File: config.mk
export PLATFORM = sky130hd
export DESIGN_NAME = lift_call_dispatcher
export DESIGN_NICKNAME = d
export VERILOG_FILES = /design/src/rtl/lift_pkg.sv /design/src/rtl/lift_call_picker.sv /design/src/rtl/lift_call_dispatcher.sv
export SDC_FILE = /design/constraint.sdc
export NUM_CORES = 1
export LEC_CHECK = 0
export CORE_MARGIN = 2
export CORE_UTILIZATION = 51
export DETAILED_ROUTE_END_ITERATION = 12
export DONT_BUFFER_PORTS = 1
export PLACE_DENSITY = 0.66
export SLEW_MARGIN = 20
export SYNTH_ARGS = -nofsm -noshare
export SYNTH_HDL_FRONTEND = slang
export SYNTH_SLANG_ARGS = --single-unit
File: constraint.sdc
create_clock -name i_clk -period 4.2 [get_ports i_clk]
set_input_delay 0.21 -clock i_clk [delete_from_list [all_inputs] [get_ports i_clk]]
set_output_delay 0.21 -clock i_clk [all_outputs]
set_load 0.03 [all_outputs]
File: src/rtl/lift_pkg.sv
`default_nettype none
// ============================================================================
// Package     : lift_pkg
// Description : Shared types and default sizes for the hall-call dispatcher.
// Revision    : 1.0 - initial release
// ============================================================================
package lift_pkg;

    localparam int DEFAULT_NUM_FLOORS = 32;
    localparam int DEFAULT_FLOOR_W    = 5;

    // Dispatch sequencer states
    typedef enum logic [1:0] {
        ST_IDLE        = 2'd0,
        ST_SELECT      = 2'd1,
        ST_WAIT_ARRIVE = 2'd2,
        ST_CLEAR       = 2'd3
    } disp_state_t;

    // Travel direction, also used as the type of a hall call
    typedef enum logic {
        DIR_UP   = 1'b0,
        DIR_DOWN = 1'b1
    } dir_t;

endpackage
`default_nettype wire

File: src/rtl/lift_call_picker.sv
`default_nettype none
// ============================================================================
// Module      : lift_call_picker
// Description : Combinational SCAN selection of the next hall call to serve.
// Revision    : 1.0 - initial release
// ============================================================================
module lift_call_picker
    import lift_pkg::*;
#(
    parameter int NUM_FLOORS = DEFAULT_NUM_FLOORS,
    parameter int FLOOR_W    = DEFAULT_FLOOR_W
) (
    input  logic [NUM_FLOORS-1:0] pend_up_i,
    input  logic [NUM_FLOORS-1:0] pend_down_i,
    input  logic [FLOOR_W-1:0]    cur_floor_i,
    input  dir_t                  dir_i,
    output logic [FLOOR_W-1:0]    tgt_o,
    output dir_t                  tgt_type_o,
    output dir_t                  new_dir_o,
    output logic                  valid_o
);

    logic               up_ge_hit, up_lo_hit, dn_le_hit, dn_hi_hit;
    logic [FLOOR_W-1:0] up_ge_f, up_lo_f, dn_le_f, dn_hi_f;

    // Extreme-floor candidates; floor 0 never qualifies as a call
    always_comb begin
        up_ge_hit = 1'b0;
        up_lo_hit = 1'b0;
        dn_le_hit = 1'b0;
        dn_hi_hit = 1'b0;
        up_ge_f   = '0;
        up_lo_f   = '0;
        dn_le_f   = '0;
        dn_hi_f   = '0;
        // Descending scan: the last hit is the lowest matching floor
        for (int f = NUM_FLOORS - 1; f >= 0; f--) begin
            if ((f != 0) && pend_up_i[f]) begin
                up_lo_hit = 1'b1;
                up_lo_f   = FLOOR_W'(f);
                if (FLOOR_W'(f) >= cur_floor_i) begin
                    up_ge_hit = 1'b1;
                    up_ge_f   = FLOOR_W'(f);
                end
            end
        end
        // Ascending scan: the last hit is the highest matching floor
        for (int f = 0; f < NUM_FLOORS; f++) begin
            if ((f != 0) && pend_down_i[f]) begin
                dn_hi_hit = 1'b1;
                dn_hi_f   = FLOOR_W'(f);
                if (FLOOR_W'(f) <= cur_floor_i) begin
                    dn_le_hit = 1'b1;
                    dn_le_f   = FLOOR_W'(f);
                end
            end
        end
    end

    // SCAN priority: keep sweeping, reverse at the far end, then wrap
    always_comb begin
        tgt_o      = '0;
        tgt_type_o = DIR_UP;
        new_dir_o  = dir_i;
        valid_o    = up_lo_hit | dn_hi_hit;
        if (dir_i == DIR_UP) begin
            if (up_ge_hit) begin
                tgt_o      = up_ge_f;
                tgt_type_o = DIR_UP;
            end else if (dn_hi_hit) begin
                tgt_o      = dn_hi_f;
                tgt_type_o = DIR_DOWN;
                new_dir_o  = DIR_DOWN;
            end else if (up_lo_hit) begin
                tgt_o      = up_lo_f;
                tgt_type_o = DIR_UP;
            end
        end else begin
            if (dn_le_hit) begin
                tgt_o      = dn_le_f;
                tgt_type_o = DIR_DOWN;
            end else if (up_lo_hit) begin
                tgt_o      = up_lo_f;
                tgt_type_o = DIR_UP;
                new_dir_o  = DIR_UP;
            end else if (dn_hi_hit) begin
                tgt_o      = dn_hi_f;
                tgt_type_o = DIR_DOWN;
            end
        end
    end

endmodule
`default_nettype wire

File: src/rtl/lift_call_dispatcher.sv
`default_nettype none
// ============================================================================
// Module      : lift_call_dispatcher
// Description : Latches hall calls and issues them one at a time, in SCAN
//               order, to the lift controller; drives the hall lamps.
// Revision    : 1.0 - initial release
// ============================================================================
module lift_call_dispatcher
    import lift_pkg::*;
#(
    parameter int NUM_FLOORS = DEFAULT_NUM_FLOORS,
    parameter int FLOOR_W    = DEFAULT_FLOOR_W,
    parameter int TIMEOUT    = 255
) (
    input  logic                  i_clk,
    input  logic                  i_rst_n,
    input  logic [NUM_FLOORS-1:0] i_hall_up,
    input  logic [NUM_FLOORS-1:0] i_hall_down,
    input  logic                  i_lift_ready,
    input  logic                  i_door_open,
    output logic [FLOOR_W-1:0]    o_up,
    output logic [FLOOR_W-1:0]    o_down,
    output logic [NUM_FLOORS-1:0] o_up_lamp,
    output logic [NUM_FLOORS-1:0] o_down_lamp,
    output logic                  o_timeout
);

    localparam int CNT_W = $clog2(TIMEOUT + 1);
    localparam logic [NUM_FLOORS-1:0] C_FLOOR0 = NUM_FLOORS'(1);

    disp_state_t           state_q, state_d;
    dir_t                  dir_q, dir_d;
    dir_t                  tgt_type_q, tgt_type_d;
    logic [FLOOR_W-1:0]    cur_floor_q, cur_floor_d;
    logic [FLOOR_W-1:0]    tgt_q, tgt_d;
    logic [FLOOR_W-1:0]    up_q, up_d;
    logic [FLOOR_W-1:0]    down_q, down_d;
    logic [NUM_FLOORS-1:0] pend_up_q, pend_up_d;
    logic [NUM_FLOORS-1:0] pend_down_q, pend_down_d;
    logic [CNT_W-1:0]      cnt_q, cnt_d;
    logic                  door_q;
    logic                  timeout_q, timeout_d;

    logic [FLOOR_W-1:0]    pick_tgt;
    dir_t                  pick_type;
    dir_t                  pick_dir;
    logic                  pick_valid;
    logic                  arrive;
    logic [NUM_FLOORS-1:0] clr_up, clr_down;

    lift_call_picker #(
        .NUM_FLOORS (NUM_FLOORS),
        .FLOOR_W    (FLOOR_W)
    ) u_picker (
        .pend_up_i   (pend_up_q),
        .pend_down_i (pend_down_q),
        .cur_floor_i (cur_floor_q),
        .dir_i       (dir_q),
        .tgt_o       (pick_tgt),
        .tgt_type_o  (pick_type),
        .new_dir_o   (pick_dir),
        .valid_o     (pick_valid)
    );

    // Door rising edge is the lift's arrival acknowledgement
    assign arrive = i_door_open & ~door_q;

    // Next-state, request buses, service clears and pending-call latching
    always_comb begin
        state_d     = state_q;
        dir_d       = dir_q;
        tgt_type_d  = tgt_type_q;
        cur_floor_d = cur_floor_q;
        tgt_d       = tgt_q;
        up_d        = up_q;
        down_d      = down_q;
        cnt_d       = cnt_q;
        timeout_d   = 1'b0;
        clr_up      = '0;
        clr_down    = '0;

        case (state_q)
            ST_IDLE: begin
                if (((|pend_up_q) || (|pend_down_q)) && i_lift_ready) begin
                    state_d = ST_SELECT;
                end
            end
            ST_SELECT: begin
                if (pick_valid) begin
                    tgt_d      = pick_tgt;
                    tgt_type_d = pick_type;
                    dir_d      = pick_dir;
                    cnt_d      = '0;
                    up_d       = (pick_type == DIR_UP)   ? pick_tgt : '0;
                    down_d     = (pick_type == DIR_DOWN) ? pick_tgt : '0;
                    state_d    = ST_WAIT_ARRIVE;
                end else begin
                    state_d = ST_IDLE;
                end
            end
            ST_WAIT_ARRIVE: begin
                // Arrival takes precedence over an expiring timer
                if (arrive) begin
                    if (tgt_type_q == DIR_UP) begin
                        clr_up = C_FLOOR0 << tgt_q;
                    end else begin
                        clr_down = C_FLOOR0 << tgt_q;
                    end
                    cur_floor_d = tgt_q;
                    up_d        = '0;
                    down_d      = '0;
                    state_d     = ST_CLEAR;
                end else if (cnt_q == CNT_W'(TIMEOUT - 1)) begin
                    timeout_d = 1'b1;
                    up_d      = '0;
                    down_d    = '0;
                    state_d   = ST_IDLE;
                end else begin
                    cnt_d = cnt_q + CNT_W'(1);
                end
            end
            ST_CLEAR: begin
                // Let the door close so its next rise is a fresh arrival
                if (!i_door_open) begin
                    state_d = ST_IDLE;
                end
            end
            default: begin
                state_d = ST_IDLE;
            end
        endcase

        // A service clear beats a press on the same bit; floor 0 never latches
        pend_up_d   = (pend_up_q   | i_hall_up)   & ~clr_up   & ~C_FLOOR0;
        pend_down_d = (pend_down_q | i_hall_down) & ~clr_down & ~C_FLOOR0;
    end

    // State and datapath registers
    always_ff @(posedge i_clk or negedge i_rst_n) begin
        if (!i_rst_n) begin
            state_q     <= ST_IDLE;
            dir_q       <= DIR_UP;
            tgt_type_q  <= DIR_UP;
            cur_floor_q <= '0;
            tgt_q       <= '0;
            up_q        <= '0;
            down_q      <= '0;
            pend_up_q   <= '0;
            pend_down_q <= '0;
            cnt_q       <= '0;
            door_q      <= 1'b0;
            timeout_q   <= 1'b0;
        end else begin
            state_q     <= state_d;
            dir_q       <= dir_d;
            tgt_type_q  <= tgt_type_d;
            cur_floor_q <= cur_floor_d;
            tgt_q       <= tgt_d;
            up_q        <= up_d;
            down_q      <= down_d;
            pend_up_q   <= pend_up_d;
            pend_down_q <= pend_down_d;
            cnt_q       <= cnt_d;
            door_q      <= i_door_open;
            timeout_q   <= timeout_d;
        end
    end

    assign o_up        = up_q;
    assign o_down      = down_q;
    assign o_up_lamp   = pend_up_q;
    assign o_down_lamp = pend_down_q;
    assign o_timeout   = timeout_q;

endmodule
`default_nettype wire

==> flow_summary.toml, run 1 <==
[final_layout]
layout_commonest_cell = "dfrtp_1"
drive_gt1_share_pct = 7.54
layout.nets = 865
post-route-util_pct = 58.7
antenna_cells = 0
syn2layout_area_growth_pct = 12.7
final_cells = 943
final_cell_mix = "96 x dfrtp_1, 91 x nor2_1, 72 x nand2_1, 72 x a21oi_1, 55 x o21ai_0"

[clocking]
numCtsBuffers = 9
cts_tree = "done"
clock_path_buffers = 2
cts.sinks = 96
clk_pin_slew_worst_paths_ns = 0.06
htree_levels = 3
clk_latency_ns = 0.36
cts_setup_buffers = 0
clockRootBuffer = "clkbuf_16"

[min_path]
hold_class = "in -> reg"
hp-start = "i_hall_up[26]"

[synth]
synthSimpleGateAreaFrac_pct = 26.4
synth_area_um2 = 6260
syn_avg_cell_area_um2 = 8.16
synth_cells = 767
netlist-cell-type-count = 74
synth_ff_type = "dfrtp_1"
seq_area_frac_synth_pct = 38.4
synth_compound_area_share_pct = 28.7
synth_top_family_by_area = "compound AO/OA/AOI/OAI gates"
ys_seq_elements = 96
synth_top_area_share_pct = 38.4
yosys.area_share.adder_pct = 0.400
yosysTopAreaCell = "dfrtp_1"
ys_warn_count = 0
synth_edf_count = 0
async_reset_ff_share_pct = 100
synth_xor_xnor_area_share_pct = 0.560
synth.area.top_cells = "dfrtp_1 38%, a21oi_1 5.8%, nor2_1 5.5%"
muxShareOfSynthArea_pct = 0.880

[timing]
worstMarginPinSlew_ns = 1.16
fin_setup_tns_ns = 0
rsz0062_at_grt = "no"
maxSlewViolCount = 0
whs_ns = 0.00805
fin_ws_ns = 0.657
setup_viol = 0
fin_crit_sh_pct = 84.4
finalHoldViolCount = 0
period_minus_slack_ns = 3.54
skew_ns = 0.00715
slew_headroom_pct = 22.6
max_freq_mhz = 282

[run]
cap_violations = 0

[worst_setup_path]
critPathMaxFanout = 14
r2r-start = "cur_floor_q[1]"
end_kind = "flip-flop"
path_class = "reg -> reg"
cp_slowest_cell = "dfrtp_1"
max_stage_delay_ns = 0.61
crit_start = "cur_floor_q[1]"
cp-start-kind = "flip-flop"
path_cells = "a21oi_1 -> o21ai_0 -> o2111ai_1 -> nor4b_1 -> and4b_1 -> nand2_1 -> o311a_1 -> a21oi_1 -> o21ai_0"
arrival_ns = 3.77
required_ns = 4.42

[placed_design]
io_buffers = 0
place_hpwl_mm = 17.6
pre_cts_slack_ns = 0.777
post-place-cells = 897
place_congestion = 1.01

[route]
first_iter_violations = 665
ant_nets = 0
wl_mm = 23.8
vias = 6495
avgViaCountPerCell = 6.89
routedWlPerCell_um = 25.2
firstDrtPassIters = 5
drc = 0

[die]
die-width_um = 115
rows = 40
start_util_pct = 52.1
fp.dieH_um = 115
ios = 143
dieArea_um2 = 13200
core-area_um2 = 12000

[grt]
grt_overflow = 0
grt_pass1_wl_mm = 36.7
antenna_found_initial = 0
grt_pass1_vias = 6227
grt_max_degree = 97
track_usage_pct = 37.0

[power]
vdd_drop_max_mv = 0.256
p_leak_nw = 2.66
p_per_area_nw_per_um2 = 484

[run_status]
status = "finished clean"
==> worst paths after layout <==
| kind | endpoint | slack, ns | cells after the start |
|---|---|---|---|
| worst max register to register | o_down[4] | 0.66 | 9 |
| worst min-delay path | o_up_lamp[26] | 0.008 | 1 |
| worst max-delay path | o_down[4] | 0.66 | 9 |
| max in group asynchronous | o_up_lamp[22] | 3.34 | 2 |
| min in group asynchronous | o_up_lamp[5] | 0.44 | 2 |
| worst min register to register | cnt_q[6] | 0.55 | 2 |
==> cell type report <==
type,count,area [um^2]
clock buffers,11,253
multi-input cells,608,3570
flip-flops and latches,96,2400
repair buffers,56,523
fillers,1082,4960
clock inverters,1,30.0
inverters,24,90.1
well taps,147,184
==> through the flow <==
step | instance area [um^2] | total power, W
global route | 7050 | 0.00358
floorplan | 6260 | 0.00210
CTS | 7050 | 0.00338
global placement | 6410 | 0.00250
detailed placement | 6410 | 0.00252
finish | 7050 | 0.00341
==> registers in the layout, indices dropped and copies added, names as in the netlist <==
register     count
cnt_q            8
cur_floor_q      5
dir_q            1
door_q           1
o_down           5
o_down_lamp     31
o_timeout        1
o_up             5
o_up_lamp       31
state_q          2
tgt_q            5
tgt_type_q       1
==> cells in the mapped netlist, types with 4 or more instances <==
master	count
or4_1	5
clkbuf_1	22
o22a_1	33
o2111ai_1	4
a22o_1	4
mux2_2	4
or3_1	12
a21oi_1	72
o21ai_1	8
buf_4	4
xor2_1	4
a31oi_1	7
o31ai_1	4
nand4_1	12
nand2b_1	12
nand3_1	26
o21ai_0	55
nor2_1	91
or2_2	5
a211o_1	5
nor2b_1	7
buf_2	11
and3_1	5
nor3_1	22
nor3b_1	8
nand3b_1	4
a21boi_0	6
dfrtp_1	96
o211ai_1	10
o21a_1	8
o311ai_0	4
a22oi_1	4
nor4_1	24
a211oi_1	7
nand2_1	72
inv_1	24
and2_1	4
==> where the power goes <==
part	leakage (nW)	total, W	internal, W	switching, W
clock network	0.139	0.000810	0.000480	0.000330
registers	0.999	0.00122	0.000995	0.000221
logic	1.52	0.00139	0.000497	0.000888
==> kinds of logic (layout without fill, tap and decap cells) <==
family / after synthesis / after routing
AND/OR/NAND/NOR: 326 / 326
AO/OA/AOI/OAI: 269 / 269
flip-flops: 96 / 96
buffers and inverters: 64 / 92
multiplexers: 5 / 5
XOR/XNOR: 4 / 4
adder cells (fa/ha/maj): 2 / 2
other: 1 / 2
==> routing by layer <==
metal	vias to the layer above	part of all wire [%]	global-route usage, %	routed length [um]
li1	2912	-	-	-
met1	3168	43	50.8	10200
met2	362	45	58.3	10700
met3	53	8.4	6.91	1990
met4	0	3.7	14.1	882
met5	-	0	0	0
==> repair_timing <==
item	4_1_cts	5_1_grt
hold buffers	34	0
gates resized for setup	0	0
hold endpoints to repair	128	0
==> worst max-delay path, delay by kind of cell (launching register included) <==
| family | cells | cell delay [ns] |
|---|---|---|
| AOI/OAI and AO/OA | 6 | 1.62 |
| DFF | 1 | 0.61 |
| and+or+nand+nor | 3 | 1.20 |
No activity file was read; power rests on OpenSTA's default activity.
==> inputs of run 2 (changes only) <==
- clock period: 4.2 -> 3.6 ns (I/O delays scaled with it)
==> flow_summary.toml, run 2 (synthesis results as in run 1) <==
[timing]
fin_crit_sh_pct = 94.4
worstMarginPinSlew_ns = 1.20
finalHoldViolCount = 0
fin_setup_tns_ns = 0
maxSlewViolCount = 0
period_minus_slack_ns = 3.40
whs_ns = 0.000361
setup_viol = 0
max_freq_mhz = 294
rsz0062_at_grt = "no"
skew_ns = 0.00659
slew_headroom_pct = 19.6

[worst_setup_path]
required_ns = 3.84
crit_family = "simple AND/OR/NAND/NOR gates"
end_kind = "flip-flop"
path_cells = "buf_4 -> a211oi_1 -> nor2_1 -> nand3b_2 -> or4b_1 -> or3_1 -> a211oi_2 -> a311oi_1 -> a22oi_2 -> o21ai_1"
path_class = "reg -> reg"
cp_num_buf_inv = 1
reg2reg_depth = 10
r2r_end = "tgt_q[0]"
arrival_ns = 3.63
cp_slowest_cell = "dfrtp_1"
r2r-start = "cur_floor_q[1]"
max_stage_delay_ns = 0.57
reg2reg_slack_ns = 0.20
critPathMaxFanout = 16
cp-start-kind = "flip-flop"

[placed_design]
io_buffers = 0
place_hpwl_mm = 18.1
place_congestion = 1.01
placed_cell_area_um2 = 6660

[power]
p_leak_nw = 2.94
p_per_area_nw_per_um2 = 551
vdd_drop_max_mv = 0.458

[clocking]
cts_tree = "done"
clockRootBuffer = "clkbuf_16"
clk_latency_ns = 0.36
numCtsBuffers = 9
htree_levels = 3
cts.sinks = 96
clock_path_buffers = 2
clk_pin_slew_worst_paths_ns = 0.07

[route]
first_iter_violations = 586
firstDrtPassIters = 5
avgViaCountPerCell = 6.76
wl_mm = 24.5
routedWlPerCell_um = 24.4
ant_nets = 0
drc = 0
vias = 6803

[min_path]
hold_depth = 2
hp-start = "i_door_open"
hold_class = "in -> reg"
hold_end = "state_q[1]"

[final_layout]
layout_commonest_cell = "dfrtp_1"
drive_gt1_share_pct = 11.3
syn2layout_area_growth_pct = 21.8
final_cell_mix = "96 x dfrtp_1, 91 x nor2_1, 72 x nand2_1, 72 x a21oi_1, 58 x dlygate4sd3_1"
ff_latch_area_um2 = 2400
fin_area_um2 = 7620
multiInputGateArea_um2 = 3570
fillCellCount = 1037
antenna_cells = 0
layout.nets = 924

[die]
fp.dieH_um = 115
ios = 143
die-width_um = 115
dieArea_um2 = 13200
rows = 40
core-area_um2 = 12000
start_util_pct = 52.1

[grt]
grt_pass1_vias = 6560
grt_overflow = 0
grt_max_degree = 97
antenna_found_initial = 0
grt_pass1_wl_mm = 37.4
track_usage_pct = 37.6

[run_status]
status = "finished clean"

[run]
cap_violations = 0
run 2: worst register-to-register path: cells and delay by family (launching register included):
family	cells	cell delay, ns
AOI/OAI and AO/OA	5	0.95
buffers and inverters	1	0.30
DFF	1	0.57
and+or+nand+nor	4	1.47
run 2: what timing repair did:
item | 4_1_cts | 5_1_grt
setup buffers | 0 | 0
gates resized for setup | 0 | 0
endpoints found under the setup margin | 0 | 0
hold endpoints to repair | 153 | 0
hold buffers | 59 | 0
run 2: per-layer routing:
metal	track usage [%]	part of all wire, %	up-vias
li1	-	-	3051
met1	49.3	41	3255
met2	59.3	45	426
met3	9.07	9.1	71
met4	17.0	5.1	0
met5	0	0	-
run 2: where the power goes:
part	leakage [nW]	switching, W	internal, W
sequential	0.999	0.000253	0.00116
clock	0.173	0.000430	0.000702
combinational	1.77	0.00105	0.000608
run 2: worst max-delay path by stage:
stage	start	endpoint	slack (ns)	cells after the start
final	cur_floor_q[1]	tgt_q[0]	0.20	10
after global routing	cur_floor_q[1]	o_up[2]	0.05	10
after CTS	cur_floor_q[1]	o_down[0]	0.23	10
after detailed placement	cur_floor_q[1]	tgt_q[0]	0.23	10
after global placement	cur_floor_q[1]	o_down[0]	0.31	10
after floorplan	cur_floor_q[1]	tgt_q[0]	0.77	11
run 2: final cells by class:
class,count,area share [%]
sequential,96,31.5
clock inverter,6,1.48
timing repair buffer,115,13.5
multi-input combinational,608,46.8
inverter,24,1.18
tap,147,2.41
clock buffer,10,3.13
run 2: per-stage QoR:
stage	power (W)	setup WS (ns)	cells	utilization [%]
final	0.00420	0.203	1006	63.5
after global routing	0.00439	0.0467	1006	63.5
after CTS	0.00416	0.228	1006	63.5
after detailed placement	0.00296	0.227	931	55.5
after global placement	0.00293	0.307	931	55.5
after floorplan	0.00245	0.771	768	-
==> inputs of run 3 (changes only) <==
==> constraint.sdc (replaced) <==
create_clock -name i_clk -period 3.6 [get_ports i_clk]
set_input_delay 0.72 -clock i_clk [delete_from_list [all_inputs] [get_ports i_clk]]
set_output_delay 0.72 -clock i_clk [all_outputs]
set_load 0.03 [all_outputs]
==> flow_summary.toml, run 3 (synthesis results as in run 1) <==
[die]
ios = 143
fp.dieH_um = 115
core-area_um2 = 12000
dieArea_um2 = 13200
rows = 40
die-width_um = 115
start_util_pct = 52.1

[clocking]
hold_buffers = 0
clock_path_buffers = 2
cts_setup_buffers = 0
numCtsBuffers = 9
cts.sinks = 96
htree_levels = 3
clk_pin_slew_worst_paths_ns = 0.07
clockRootBuffer = "clkbuf_16"
cts-resized-gates = 0
cts_tree = "done"
clk_latency_ns = 0.35

[grt]
track_usage_pct = 35.9
gr-usage-met2_pct = 55.1
global_route.usage.met1_pct = 50.0
antenna_found_initial = 0
top_usage_layer = "met2"
grt_pass1_vias = 6077
grt_overflow = 0
grt_max_degree = 97
grt_use_met3_pct = 7.59
grt_pass1_wl_mm = 35.5

[route]
drc = 0
first_iter_violations = 548
routedWlPerCell_um = 24.7
ant_nets = 0
wl_mm = 23.3
avgViaCountPerCell = 6.86
firstDrtPassIters = 5
vias = 6472

[power]
p_leak_nw = 2.65
power.internal_w = 0.00233
vdd_drop_max_mv = 0.338
comb_power_share_pct = 40.1
p_per_area_nw_per_um2 = 580
pwr-share-seq_pct = 34.9
p_sw_w = 0.00170
power_w = 0.00403
pwr-share-clk_pct = 25.0
p_sw_share_pct = 42.3

[final_layout]
final_cell_mix = "96 x dfrtp_1, 91 x nor2_1, 72 x nand2_1, 72 x a21oi_1, 55 x o21ai_0"
antenna_cells = 0
drive_gt1_share_pct = 11.6
layout.nets = 861
syn2layout_area_growth_pct = 11.1
post-route-util_pct = 57.9
layout_commonest_cell = "dfrtp_1"
fillCellCount = 1118

[worst_setup_path]
arrival_ns = 3.58
required_ns = 3.83
cp-start-kind = "flip-flop"
path_class = "reg -> reg"
r2r_end = "o_down[0]"
critPathMaxFanout = 12
reg2reg_slack_ns = 0.25
end_kind = "flip-flop"
r2r-start = "cur_floor_q[1]"
reg2reg_depth = 10

[timing]
slew_headroom_pct = 22.1
setup_viol = 0
finalHoldViolCount = 0
fin_crit_sh_pct = 93.1
fin_setup_tns_ns = 0
whs_ns = 0.0583
rsz0062_at_grt = "no"
fin_ws_ns = 0.250
max_freq_mhz = 299
skew_ns = 0.00959
maxSlewViolCount = 0
period_minus_slack_ns = 3.35
worstMarginPinSlew_ns = 1.17

[placed_design]
pre_cts_slack_ns = 0.283
place_hpwl_mm = 17.9
place_congestion = 0.984
io_buffers = 0

[run_status]
status = "finished clean"

[min_path]
hold_class = "in -> async"

[run]
cap_violations = 0
## run 3: changes by cell type in the layout (fill, tap and decap cells not counted), sizes merged
cell / previous run / this run
buf: 57 / 52
bufinv: 3 / 1
clkbuf: 10 / 12
clkinv: 1 / 2
clkinvlp: 0 / 1
dlygate4sd3: 58 / 0
inv: 26 / 24
## run 3: cell type report
| class | instances | area [um^2] | share of cell area, % |
|---|---|---|---|
| clock buffer | 12 | 267 | 3.83 |
| clock inverter | 4 | 51.3 | 0.738 |
| inverter | 24 | 90.1 | 1.30 |
| multi-input combinational | 608 | 3570 | 51.3 |
| sequential | 96 | 2400 | 34.6 |
| tap | 147 | 184 | 2.65 |
| timing repair buffer | 52 | 390 | 5.62 |
## run 3: through the flow
step	std cells	instance area, um^2
floorplan	768	6260
global placement	927	6630
detailed placement	927	6630
CTS	943	6950
global route	943	6950
finish	943	6950
## run 3: power by group through the flow
| stage | clock network [W] | registers [W] | logic [W] |
|---|---|---|---|
| floorplan | 0 | 0.00129 | 0.00116 |
| global placement | 0 | 0.00141 | 0.00154 |
| detailed placement | 0 | 0.00141 | 0.00156 |
| CTS | 0.00102 | 0.00140 | 0.00156 |
| global route | 0.00107 | 0.00142 | 0.00172 |
| finish | 0.00101 | 0.00141 | 0.00162 |
## run 3: critical path, stage by stage, from the launching register on
cell      delay (ns)
dfrtp_1         0.50
buf_4           0.25
o21ai_0         0.33
a21oi_1         0.18
nor3_2          0.30
or4b_1          0.48
or3_1           0.55
a211oi_2        0.21
a311oi_1        0.09
a22oi_2         0.24
o21ai_1         0.09
## run 3: metal layers
metal / vias to the layer above / wire (um)
met2: 380 / 10400
met3: 54 / 1990
met5: - / 0
met1: 3119 / 9950
met4: 0 / 961
li1: 2919 / -
## run 3: worst max path at each step
stage	start	endpoint	slack, ns	cells past startpoint
6_report	cur_floor_q[1]	o_down[0]	0.25	10
5_1_grt	cur_floor_q[3]	tgt_q[4]	0.003	9
4_1_cts	cur_floor_q[3]	o_down[4]	0.27	9
3_5_place_dp	cur_floor_q[3]	o_down[4]	0.28	9
3_3_place_gp	cur_floor_q[3]	o_down[4]	0.32	10
2_1_floorplan	cur_floor_q[1]	tgt_q[0]	0.77	11
